## config.mk

```make
export PLATFORM = sky130hd
export DESIGN_NAME = hpu_lsu_iq_mp_flat
export DESIGN_NICKNAME = d
export VERILOG_FILES = /design/src/rtl/hpu_lsu_iq_mp_if.sv /design/src/rtl/hpu_lsu_iq_mp.sv /design/src/flat_wrapper.sv
export SDC_FILE = /design/constraint.sdc
export NUM_CORES = 2
export LEC_CHECK = 0
export ABC_AREA = 1
export CORE_MARGIN = 2
export CORE_UTILIZATION = 35
export CTS_CLUSTER_DIAMETER = 200
export DETAILED_ROUTE_END_ITERATION = 6
export PLACE_DENSITY_LB_ADDON = 0.08
export SYNTH_ARGS = -nofsm -noshare
export SYNTH_HDL_FRONTEND = slang
export SYNTH_SLANG_ARGS = --single-unit
```

## constraint.sdc

```tcl
create_clock -name clk_i -period 13 [get_ports clk_i]
set_input_delay 3.25 -clock clk_i [delete_from_list [all_inputs] [get_ports clk_i]]
set_output_delay 3.25 -clock clk_i [all_outputs]
set_load 0.01 [all_outputs]
```

## src/rtl/hpu_lsu_iq_mp_if.sv

```systemverilog
// Bundle of the LSU issue-queue insert, wakeup, control and issue signals.
// master drives the queue (decode/wakeup/LSQ side); slave is the queue itself.
interface hpu_lsu_iq_mp_if #(
  parameter int unsigned DEPTH  = 8,
  parameter int unsigned INS_W  = 2,
  parameter int unsigned ISS_W  = 2,
  parameter int unsigned WK_N   = 4,
  parameter int unsigned TAG_W  = 6,
  parameter int unsigned PAY_W  = 64,
  parameter int unsigned CKPT_N = 4
);
  localparam int unsigned IDX_W = $clog2(DEPTH);
  localparam int unsigned CK_W  = (CKPT_N > 1) ? $clog2(CKPT_N) : 1;

  logic                      flush_en_i;
  logic                      rcov_en_i;
  logic [CK_W-1:0]           rcov_idx_i;
  logic                      ins_vld_i;
  logic                      ins_rdy_o;
  logic [INS_W-1:0]          ins_avail_i;
  logic [INS_W*PAY_W-1:0]    ins_payload_i;
  logic [INS_W*TAG_W-1:0]    ins_rs1_tag_i;
  logic [INS_W*TAG_W-1:0]    ins_rs2_tag_i;
  logic [INS_W-1:0]          ins_rs1_rdy_i;
  logic [INS_W-1:0]          ins_rs2_rdy_i;
  logic [INS_W*CKPT_N-1:0]   ins_ckpt_i;
  logic [IDX_W:0]            left_size_o;
  logic [WK_N-1:0]           wk_en_i;
  logic [WK_N*TAG_W-1:0]     wk_tag_i;
  logic [ISS_W-1:0]          iss_vld_o;
  logic [ISS_W*PAY_W-1:0]    iss_payload_o;
  logic [ISS_W*CKPT_N-1:0]   iss_ckpt_o;
  logic [ISS_W-1:0]          iss_rdy_i;

  modport master (
    output flush_en_i, rcov_en_i, rcov_idx_i, ins_vld_i, ins_avail_i, ins_payload_i,
           ins_rs1_tag_i, ins_rs2_tag_i, ins_rs1_rdy_i, ins_rs2_rdy_i, ins_ckpt_i,
           wk_en_i, wk_tag_i, iss_rdy_i,
    input  ins_rdy_o, left_size_o, iss_vld_o, iss_payload_o, iss_ckpt_o
  );

  modport slave (
    input  flush_en_i, rcov_en_i, rcov_idx_i, ins_vld_i, ins_avail_i, ins_payload_i,
           ins_rs1_tag_i, ins_rs2_tag_i, ins_rs1_rdy_i, ins_rs2_rdy_i, ins_ckpt_i,
           wk_en_i, wk_tag_i, iss_rdy_i,
    output ins_rdy_o, left_size_o, iss_vld_o, iss_payload_o, iss_ckpt_o
  );
endinterface

```

## src/rtl/hpu_lsu_iq_mp.sv

```systemverilog
// Multi-port in-order LSU issue queue: compacting insert, wakeup tracking, prefix issue, squash.
// Define HPU_LSU_IQ_WAKE_BYPASS_EN to let same-cycle wakeups qualify issue lanes.
module hpu_lsu_iq_mp #(
  parameter int unsigned DEPTH  = 8,
  parameter int unsigned INS_W  = 2,
  parameter int unsigned ISS_W  = 2,
  parameter int unsigned WK_N   = 4,
  parameter int unsigned TAG_W  = 6,
  parameter int unsigned PAY_W  = 64,
  parameter int unsigned CKPT_N = 4
) (
  input logic            clk_i,
  input logic            rst_i,
  hpu_lsu_iq_mp_if.slave bus
);
  localparam int unsigned IDX_W = $clog2(DEPTH);
  localparam int unsigned PTR_W = IDX_W + 1;

  typedef logic [PTR_W-1:0] ptr_t;
  localparam ptr_t PTR_ONE = ptr_t'(1);

  ptr_t              head_q, head_d, tail_q, tail_d;
  logic [PAY_W-1:0]  payload_q [DEPTH];
  logic [PAY_W-1:0]  payload_d [DEPTH];
  logic [TAG_W-1:0]  rs1_tag_q [DEPTH];
  logic [TAG_W-1:0]  rs1_tag_d [DEPTH];
  logic [TAG_W-1:0]  rs2_tag_q [DEPTH];
  logic [TAG_W-1:0]  rs2_tag_d [DEPTH];
  logic [CKPT_N-1:0] ckpt_q    [DEPTH];
  logic [CKPT_N-1:0] ckpt_d    [DEPTH];
  logic [DEPTH-1:0]  rs1_rdy_q, rs1_rdy_d, rs2_rdy_q, rs2_rdy_d;

  function automatic logic wk_hit(input logic [WK_N-1:0]       en,
                                  input logic [WK_N*TAG_W-1:0] tags,
                                  input logic [TAG_W-1:0]      tag);
    logic hit;
    hit = 1'b0;
    for (int p = 0; p < WK_N; p++) begin
      if (en[p] && (tags[p*TAG_W +: TAG_W] == tag)) hit = 1'b1;
    end
    return hit;
  endfunction

  ptr_t used, left;
  logic ins_fire;

  assign used             = tail_q - head_q;
  assign left             = ptr_t'(DEPTH) - used;
  assign bus.left_size_o  = left;
  assign bus.ins_rdy_o    = !bus.flush_en_i && !bus.rcov_en_i && (left >= ptr_t'(INS_W));
  assign ins_fire         = bus.ins_vld_i && bus.ins_rdy_o;

  // Compacted write slot for each insert lane.
  logic [IDX_W-1:0] ins_idx [INS_W];
  ptr_t             ins_cnt;

  always_comb begin
    ins_cnt = '0;
    for (int j = 0; j < INS_W; j++) begin
      ins_idx[j] = IDX_W'(tail_q + ins_cnt);
      if (bus.ins_avail_i[j]) ins_cnt = ins_cnt + PTR_ONE;
    end
  end

  logic [IDX_W-1:0] iss_idx [ISS_W];
  logic [ISS_W-1:0] src1_ok, src2_ok, lane_ok, iss_vld;
  logic             vld_run, fire_run;
  ptr_t             iss_cnt;

  always_comb begin
    for (int k = 0; k < ISS_W; k++) begin
      iss_idx[k] = IDX_W'(head_q + ptr_t'(k));
`ifdef HPU_LSU_IQ_WAKE_BYPASS_EN
      src1_ok[k] = rs1_rdy_q[iss_idx[k]] |
                   wk_hit(bus.wk_en_i, bus.wk_tag_i, rs1_tag_q[iss_idx[k]]);
      src2_ok[k] = rs2_rdy_q[iss_idx[k]] |
                   wk_hit(bus.wk_en_i, bus.wk_tag_i, rs2_tag_q[iss_idx[k]]);
`else
      src1_ok[k] = rs1_rdy_q[iss_idx[k]];
      src2_ok[k] = rs2_rdy_q[iss_idx[k]];
`endif
      lane_ok[k] = (ptr_t'(k) < used) && src1_ok[k] && src2_ok[k] &&
                   !(bus.rcov_en_i && ckpt_q[iss_idx[k]][bus.rcov_idx_i]);
    end
  end

  // Lanes form a prefix; the head advances only over the leading accepted lanes.
  always_comb begin
    iss_vld  = '0;
    iss_cnt  = '0;
    vld_run  = !bus.flush_en_i;
    fire_run = 1'b1;
    for (int k = 0; k < ISS_W; k++) begin
      vld_run    = vld_run && lane_ok[k];
      iss_vld[k] = vld_run;
      fire_run   = fire_run && vld_run && bus.iss_rdy_i[k];
      if (fire_run) iss_cnt = iss_cnt + PTR_ONE;
    end
  end

  always_comb begin
    bus.iss_vld_o     = iss_vld;
    bus.iss_payload_o = '0;
    bus.iss_ckpt_o    = '0;
    for (int k = 0; k < ISS_W; k++) begin
      bus.iss_payload_o[k*PAY_W +: PAY_W] = payload_q[iss_idx[k]];
      bus.iss_ckpt_o[k*CKPT_N +: CKPT_N]  = ckpt_q[iss_idx[k]];
    end
  end

  // Oldest resident entry depending on the recovered checkpoint becomes the new tail.
  logic rcov_hit;
  ptr_t rcov_ptr;

  always_comb begin
    rcov_hit = 1'b0;
    rcov_ptr = tail_q;
    for (int i = 0; i < DEPTH; i++) begin
      if (!rcov_hit && (ptr_t'(i) < used) &&
          ckpt_q[IDX_W'(head_q + ptr_t'(i))][bus.rcov_idx_i]) begin
        rcov_hit = 1'b1;
        rcov_ptr = head_q + ptr_t'(i);
      end
    end
  end

  always_comb begin
    head_d = head_q + iss_cnt;
    tail_d = tail_q;
    if (bus.flush_en_i) begin
      head_d = '0;
      tail_d = '0;
    end else if (bus.rcov_en_i) begin
      if (rcov_hit) tail_d = rcov_ptr;
    end else if (ins_fire) begin
      tail_d = tail_q + ins_cnt;
    end
  end

  always_comb begin
    payload_d = payload_q;
    rs1_tag_d = rs1_tag_q;
    rs2_tag_d = rs2_tag_q;
    ckpt_d    = ckpt_q;
    rs1_rdy_d = rs1_rdy_q;
    rs2_rdy_d = rs2_rdy_q;
    for (int e = 0; e < DEPTH; e++) begin
      if (wk_hit(bus.wk_en_i, bus.wk_tag_i, rs1_tag_q[e])) rs1_rdy_d[e] = 1'b1;
      if (wk_hit(bus.wk_en_i, bus.wk_tag_i, rs2_tag_q[e])) rs2_rdy_d[e] = 1'b1;
    end
    if (ins_fire) begin
      for (int j = 0; j < INS_W; j++) begin
        if (bus.ins_avail_i[j]) begin
          payload_d[ins_idx[j]] = bus.ins_payload_i[j*PAY_W +: PAY_W];
          rs1_tag_d[ins_idx[j]] = bus.ins_rs1_tag_i[j*TAG_W +: TAG_W];
          rs2_tag_d[ins_idx[j]] = bus.ins_rs2_tag_i[j*TAG_W +: TAG_W];
          ckpt_d[ins_idx[j]]    = bus.ins_ckpt_i[j*CKPT_N +: CKPT_N];
          rs1_rdy_d[ins_idx[j]] = bus.ins_rs1_rdy_i[j] |
              wk_hit(bus.wk_en_i, bus.wk_tag_i, bus.ins_rs1_tag_i[j*TAG_W +: TAG_W]);
          rs2_rdy_d[ins_idx[j]] = bus.ins_rs2_rdy_i[j] |
              wk_hit(bus.wk_en_i, bus.wk_tag_i, bus.ins_rs2_tag_i[j*TAG_W +: TAG_W]);
        end
      end
    end
  end

  always_ff @(posedge clk_i or negedge rst_i) begin
    if (!rst_i) begin
      head_q    <= '0;
      tail_q    <= '0;
      rs1_rdy_q <= '0;
      rs2_rdy_q <= '0;
      for (int e = 0; e < DEPTH; e++) begin
        payload_q[e] <= '0;
        rs1_tag_q[e] <= '0;
        rs2_tag_q[e] <= '0;
        ckpt_q[e]    <= '0;
      end
    end else begin
      head_q    <= head_d;
      tail_q    <= tail_d;
      rs1_rdy_q <= rs1_rdy_d;
      rs2_rdy_q <= rs2_rdy_d;
      payload_q <= payload_d;
      rs1_tag_q <= rs1_tag_d;
      rs2_tag_q <= rs2_tag_d;
      ckpt_q    <= ckpt_d;
    end
  end

endmodule

```

## src/flat_wrapper.sv

```systemverilog
// flat-port wrapper written by rule: the top's interface ports become plain ports
module hpu_lsu_iq_mp_flat 
#(
  parameter int unsigned DEPTH  = 8,
  parameter int unsigned INS_W  = 2,
  parameter int unsigned ISS_W  = 2,
  parameter int unsigned WK_N   = 4,
  parameter int unsigned TAG_W  = 6,
  parameter int unsigned PAY_W  = 64,
  parameter int unsigned CKPT_N = 4
)
  (clk_i, rst_i, bus_flush_en_i, bus_rcov_en_i, bus_rcov_idx_i, bus_ins_vld_i, bus_ins_avail_i, bus_ins_payload_i, bus_ins_rs1_tag_i, bus_ins_rs2_tag_i, bus_ins_rs1_rdy_i, bus_ins_rs2_rdy_i, bus_ins_ckpt_i, bus_wk_en_i, bus_wk_tag_i, bus_iss_rdy_i, bus_ins_rdy_o, bus_left_size_o, bus_iss_vld_o, bus_iss_payload_o, bus_iss_ckpt_o);
  hpu_lsu_iq_mp_if #(.DEPTH(DEPTH), .INS_W(INS_W), .ISS_W(ISS_W), .WK_N(WK_N), .TAG_W(TAG_W), .PAY_W(PAY_W), .CKPT_N(CKPT_N)) bus_i ();
  input logic clk_i;
  input logic rst_i;
  input wire logic [$bits(bus_i.flush_en_i)-1:0] bus_flush_en_i;
  input wire logic [$bits(bus_i.rcov_en_i)-1:0] bus_rcov_en_i;
  input wire logic [$bits(bus_i.rcov_idx_i)-1:0] bus_rcov_idx_i;
  input wire logic [$bits(bus_i.ins_vld_i)-1:0] bus_ins_vld_i;
  input wire logic [$bits(bus_i.ins_avail_i)-1:0] bus_ins_avail_i;
  input wire logic [$bits(bus_i.ins_payload_i)-1:0] bus_ins_payload_i;
  input wire logic [$bits(bus_i.ins_rs1_tag_i)-1:0] bus_ins_rs1_tag_i;
  input wire logic [$bits(bus_i.ins_rs2_tag_i)-1:0] bus_ins_rs2_tag_i;
  input wire logic [$bits(bus_i.ins_rs1_rdy_i)-1:0] bus_ins_rs1_rdy_i;
  input wire logic [$bits(bus_i.ins_rs2_rdy_i)-1:0] bus_ins_rs2_rdy_i;
  input wire logic [$bits(bus_i.ins_ckpt_i)-1:0] bus_ins_ckpt_i;
  input wire logic [$bits(bus_i.wk_en_i)-1:0] bus_wk_en_i;
  input wire logic [$bits(bus_i.wk_tag_i)-1:0] bus_wk_tag_i;
  input wire logic [$bits(bus_i.iss_rdy_i)-1:0] bus_iss_rdy_i;
  output wire logic [$bits(bus_i.ins_rdy_o)-1:0] bus_ins_rdy_o;
  output wire logic [$bits(bus_i.left_size_o)-1:0] bus_left_size_o;
  output wire logic [$bits(bus_i.iss_vld_o)-1:0] bus_iss_vld_o;
  output wire logic [$bits(bus_i.iss_payload_o)-1:0] bus_iss_payload_o;
  output wire logic [$bits(bus_i.iss_ckpt_o)-1:0] bus_iss_ckpt_o;
  assign bus_i.flush_en_i = bus_flush_en_i;
  assign bus_i.rcov_en_i = bus_rcov_en_i;
  assign bus_i.rcov_idx_i = bus_rcov_idx_i;
  assign bus_i.ins_vld_i = bus_ins_vld_i;
  assign bus_i.ins_avail_i = bus_ins_avail_i;
  assign bus_i.ins_payload_i = bus_ins_payload_i;
  assign bus_i.ins_rs1_tag_i = bus_ins_rs1_tag_i;
  assign bus_i.ins_rs2_tag_i = bus_ins_rs2_tag_i;
  assign bus_i.ins_rs1_rdy_i = bus_ins_rs1_rdy_i;
  assign bus_i.ins_rs2_rdy_i = bus_ins_rs2_rdy_i;
  assign bus_i.ins_ckpt_i = bus_ins_ckpt_i;
  assign bus_i.wk_en_i = bus_wk_en_i;
  assign bus_i.wk_tag_i = bus_wk_tag_i;
  assign bus_i.iss_rdy_i = bus_iss_rdy_i;
  assign bus_ins_rdy_o = bus_i.ins_rdy_o;
  assign bus_left_size_o = bus_i.left_size_o;
  assign bus_iss_vld_o = bus_i.iss_vld_o;
  assign bus_iss_payload_o = bus_i.iss_payload_o;
  assign bus_iss_ckpt_o = bus_i.iss_ckpt_o;
  hpu_lsu_iq_mp #(.DEPTH(DEPTH), .INS_W(INS_W), .ISS_W(ISS_W), .WK_N(WK_N), .TAG_W(TAG_W), .PAY_W(PAY_W), .CKPT_N(CKPT_N)) u_core (.clk_i(clk_i), .rst_i(rst_i), .bus(bus_i));
endmodule
```

==> reports/results.tsv <==
stage	metric	value	unit
status	status	finished with violations	
status	violations	design-rule violations	
power	p_per_area	228	mW/mm^2
synthesis	yosysWarningCount	0	
synthesis	synth.largest_area_cell	dfrtp_1	
routing	wl_per_cell	25.3	um
power	p_int	7.17	mW
power	seq_power_share	27.3	%
timing	worst_slew_pin_slew	1270	ps
worst_setup_path	critPathLaunchType	input pin	
power	power_frac_clock	19.2	%
floorplanning	initial_utilization	35.3	%
run	maxCapViolations	0	
synthesis	muxShareOfSynthArea	0	%
global_routing	grt-ovfl-total	0	
cells_and_area	post_route_cells_drive_above_1_share	3.97	%
cells_and_area	layout.nets	8210	
synthesis	yosys.area_share.simple	17.0	%
cts	cts_tree	yes	
cts	post_cts_buffers	0	
power	leakage	22.8	nW
cts	post_cts_resized	0	
synthesis	synth_area_leaders	dfrtp_1 31%, nand2_1 13%, o21ai_0 12%, o211ai_1 7.8%, inv_1 6.0%	
worst_setup_path	arrival	6570	ps
synthesis	ys_seq_area_share	31.0	%
floorplanning	row_count	143	
floorplanning	die_h	396	um
timing	worst_hold_slack	534	ps
floorplanning	die-area	0.156	sq mm
global_routing	antenna_found_initial	17	
power	p_sw	6.68	mW
synthesis	synth_cell_types	52	
timing	finalSetupViolations	0	
cts	clkSinkCount	664	
cts	ctsHoldBuffers	0	
floorplanning	die_w	396	um
hold_path	hp-class	reg2reg	
synthesis	synth_common_cells	1,918 x nand2_1, 1,256 x o21ai_0, 859 x inv_1, 664 x dfrtp_1, 560 x clkbuf_1	
synthesis	synth_nets	8415	
cts	numCtsBuffers	92	
power	ir_drop	0.168	mV
synthesis	synth_top_area_share	31.0	%
global_routing	grt_max_degree	246	
timing	drv_slew	0	
worst_setup_path	r2r_slack	7000	ps
power	swShare	48.2	%
worst_setup_path	crit_path_end_kind	primary output	
floorplanning	io_pins	346	
cts	cts_root_buf	clkbuf_16	
routing	dr.pass1.iters	7	
timing	rsz0062_at_grt	false	
routing	routed_via_density	6.05	
power	p_comb_share	53.4	%
cells_and_area	area_delta_synth_final	13.1	%
synthesis	synth-seq-cells	664	
cts	clockBufferDepth	3	
synthesis	synth_area	0.0537	sq mm
routing	num_vias	61072	
floorplanning	core-area	0.152	sq mm
synthesis	synth_edf_count	0	
global_routing	grt_util_all_layers	31.6	%
timing	clock-skew-final	44.9	ps
timing	fmax	0.102	GHz
synthesis	synth_xor_area_share	1.21	%
timing	hold_violations	0	
cts	htree_levels	3	
routing	drt_iter0_drc	7473	
timing	period_needed	9820	ps
placement	globalplace.congestion	0.943	
cts	clk-insertion-delay-late	730	ps
global_routing	grt_first_pass_wirelength	379	mm
routing	ant_nets	0	
synthesis	ys.flop_type	dfrtp_1	
synthesis	synthCells	8188	
placement	port_buffers	345	
worst_setup_path	cp.required	9750	ps
synthesis	synthAdderAreaFrac	0.602	%
synthesis	yosysMostFrequentCell	nand2_1	
placement	post-dp-hpwl	149	mm
synthesis	avgSynthCellArea	6.55	sq um
synthesis	synth_top_family_by_area	compound AO/OA/AOI/OAI gates	
routing	finalWirelength	256	mm
timing	timing.final.crit_share	75.6	%
global_routing	grt_pass1_vias	56675	
routing	drc	9	
worst_setup_path	crit_type	in2out	
timing	fin_ws	3180	ps
synthesis	synth_compound_area_share	38.1	%
placement	dpl_worst_slack	3150	ps
worst_setup_path	critPathMaxFanout	20	
cts	cts.clk_slew.worst_paths	50	ps
timing	relSlewSlack	15.5	%
timing	setup_tns	0	ps
synthesis	async_flop_share	100	%
[through the flow]
step	std cells	power (mW)	instance area [sq um]	util (%)
after floorplan	8188	8.31	53700	-
after global placement	9919	11.0	57600	37.9
after detailed placement	9919	11.1	57600	37.9
after CTS	10089	13.8	60700	39.9
after global routing	10092	14.9	60700	39.9
final	10094	13.8	60700	39.9
[cell usage in the layout (no fill, tap or decap), types with 4 or more instances in the layout]
cell,Yosys,routed
dfrtp_1,664,662
xor2_1,29,29
clkbuf_16,0,93
a21oi_1,519,519
a22oi_1,6,6
nor3_1,15,15
clkinv_1,18,18
a2111oi_0,15,15
buf_12,0,11
buf_2,78,10
o221ai_1,22,22
o21ai_0,1256,1256
xnor2_1,42,42
nand3_1,179,179
nand3b_1,4,4
clkbuf_1,560,18
a221oi_1,195,195
diode_2,0,5
buf_4,3,101
clkinv_2,0,23
ha_1,21,20
o21ai_1,450,450
nand2_1,1918,1918
o211ai_1,557,557
inv_2,14,7
inv_8,0,4
clkbuf_8,0,27
o2111ai_1,36,36
nand4_1,35,35
nor2_4,0,16
clkdlybuf4s50_1,0,333
bufinv_16,0,4
a31oi_1,132,132
nor4_1,33,33
o22ai_1,260,260
a211oi_1,19,19
nor2_1,98,86
inv_1,859,857
[logic make-up (layout without fill, tap and decap cells)]
group                      after synthesis  in the layout
adders and majority gates               24             24
DFF                                    664            664
buffers and inverters                 1647           1518
AOI/OAI and AO/OA                     3483           3483
and+or+nand+nor                       2298           2298
xor gates and xnor gates                72             72
other                                    0              5
[registers in the layout (all words and copies together), names as in the netlist]
name              count
u_core.ckpt_q        32
u_core.head_q         4
u_core.payload_q    512
u_core.rs1_rdy_q      8
u_core.rs1_tag_q     48
u_core.rs2_rdy_q      8
u_core.rs2_tag_q     48
u_core.tail_q         4
[path summary, 6_finish.rpt]
check,endpoint,cells after the start,start
max,bus_iss_vld_o[1],8,bus_rcov_idx_i[0]
min,u_core.ckpt_q[28],2,u_core.ckpt_q[28]
max reg2reg,u_core.head_q[1],18,u_core.head_q[0]
min reg2reg,u_core.ckpt_q[28],2,u_core.ckpt_q[28]
max in group asynchronous,u_core.head_q[0],3,rst_i
min in group asynchronous,u_core.payload_q[389],1,rst_i
[power groups by stage]
| stage | clock network, mW | logic [mW] | registers [mW] |
|---|---|---|---|
| 2_1_floorplan | 0 | 4.82 | 3.49 |
| 5_1_grt | 2.79 | 8.19 | 3.89 |
| 3_3_place_gp | 0 | 7.20 | 3.77 |
| 6_report | 2.67 | 7.40 | 3.78 |
| 4_1_cts | 2.72 | 7.34 | 3.74 |
| 3_5_place_dp | 0 | 7.31 | 3.76 |
[area by class of cell]
class,instances,area (sq um)
Antenna cell,5,12.5
Clock buffer,138,2770
Clock inverter,32,342
Fill cell,16045,91400
Inverter,891,3390
Multi-Input combinational cell,5877,30700
Sequential cell,664,16600
Tap cell,2030,2540
Timing Repair Buffer,457,4380
[worst max-delay path: stages]
cell and delay (ps):
clkdlybuf4s50_1 970, clkinv_1 620, nand2_1 230, nand3_1 90
nand2_1 110, nor2_1 50, a2111oi_0 590, clkdlybuf4s50_1 650
[metal layers]
| metal | routed length, um | up-vias | track usage (%) | share of wire (%) |
|---|---|---|---|---|
| met1 | 109000 | 29238 | 43.1 | 43 |
| met4 | 10900 | 26 | 12.3 | 4.3 |
| li1 | - | 28176 | - | - |
| met5 | 170 | - | 0.0924 | 0.066 |
| met3 | 24200 | 649 | 6.88 | 9.5 |
| met2 | 111000 | 2983 | 48.4 | 43 |
(Power assumes the default switching activity.)
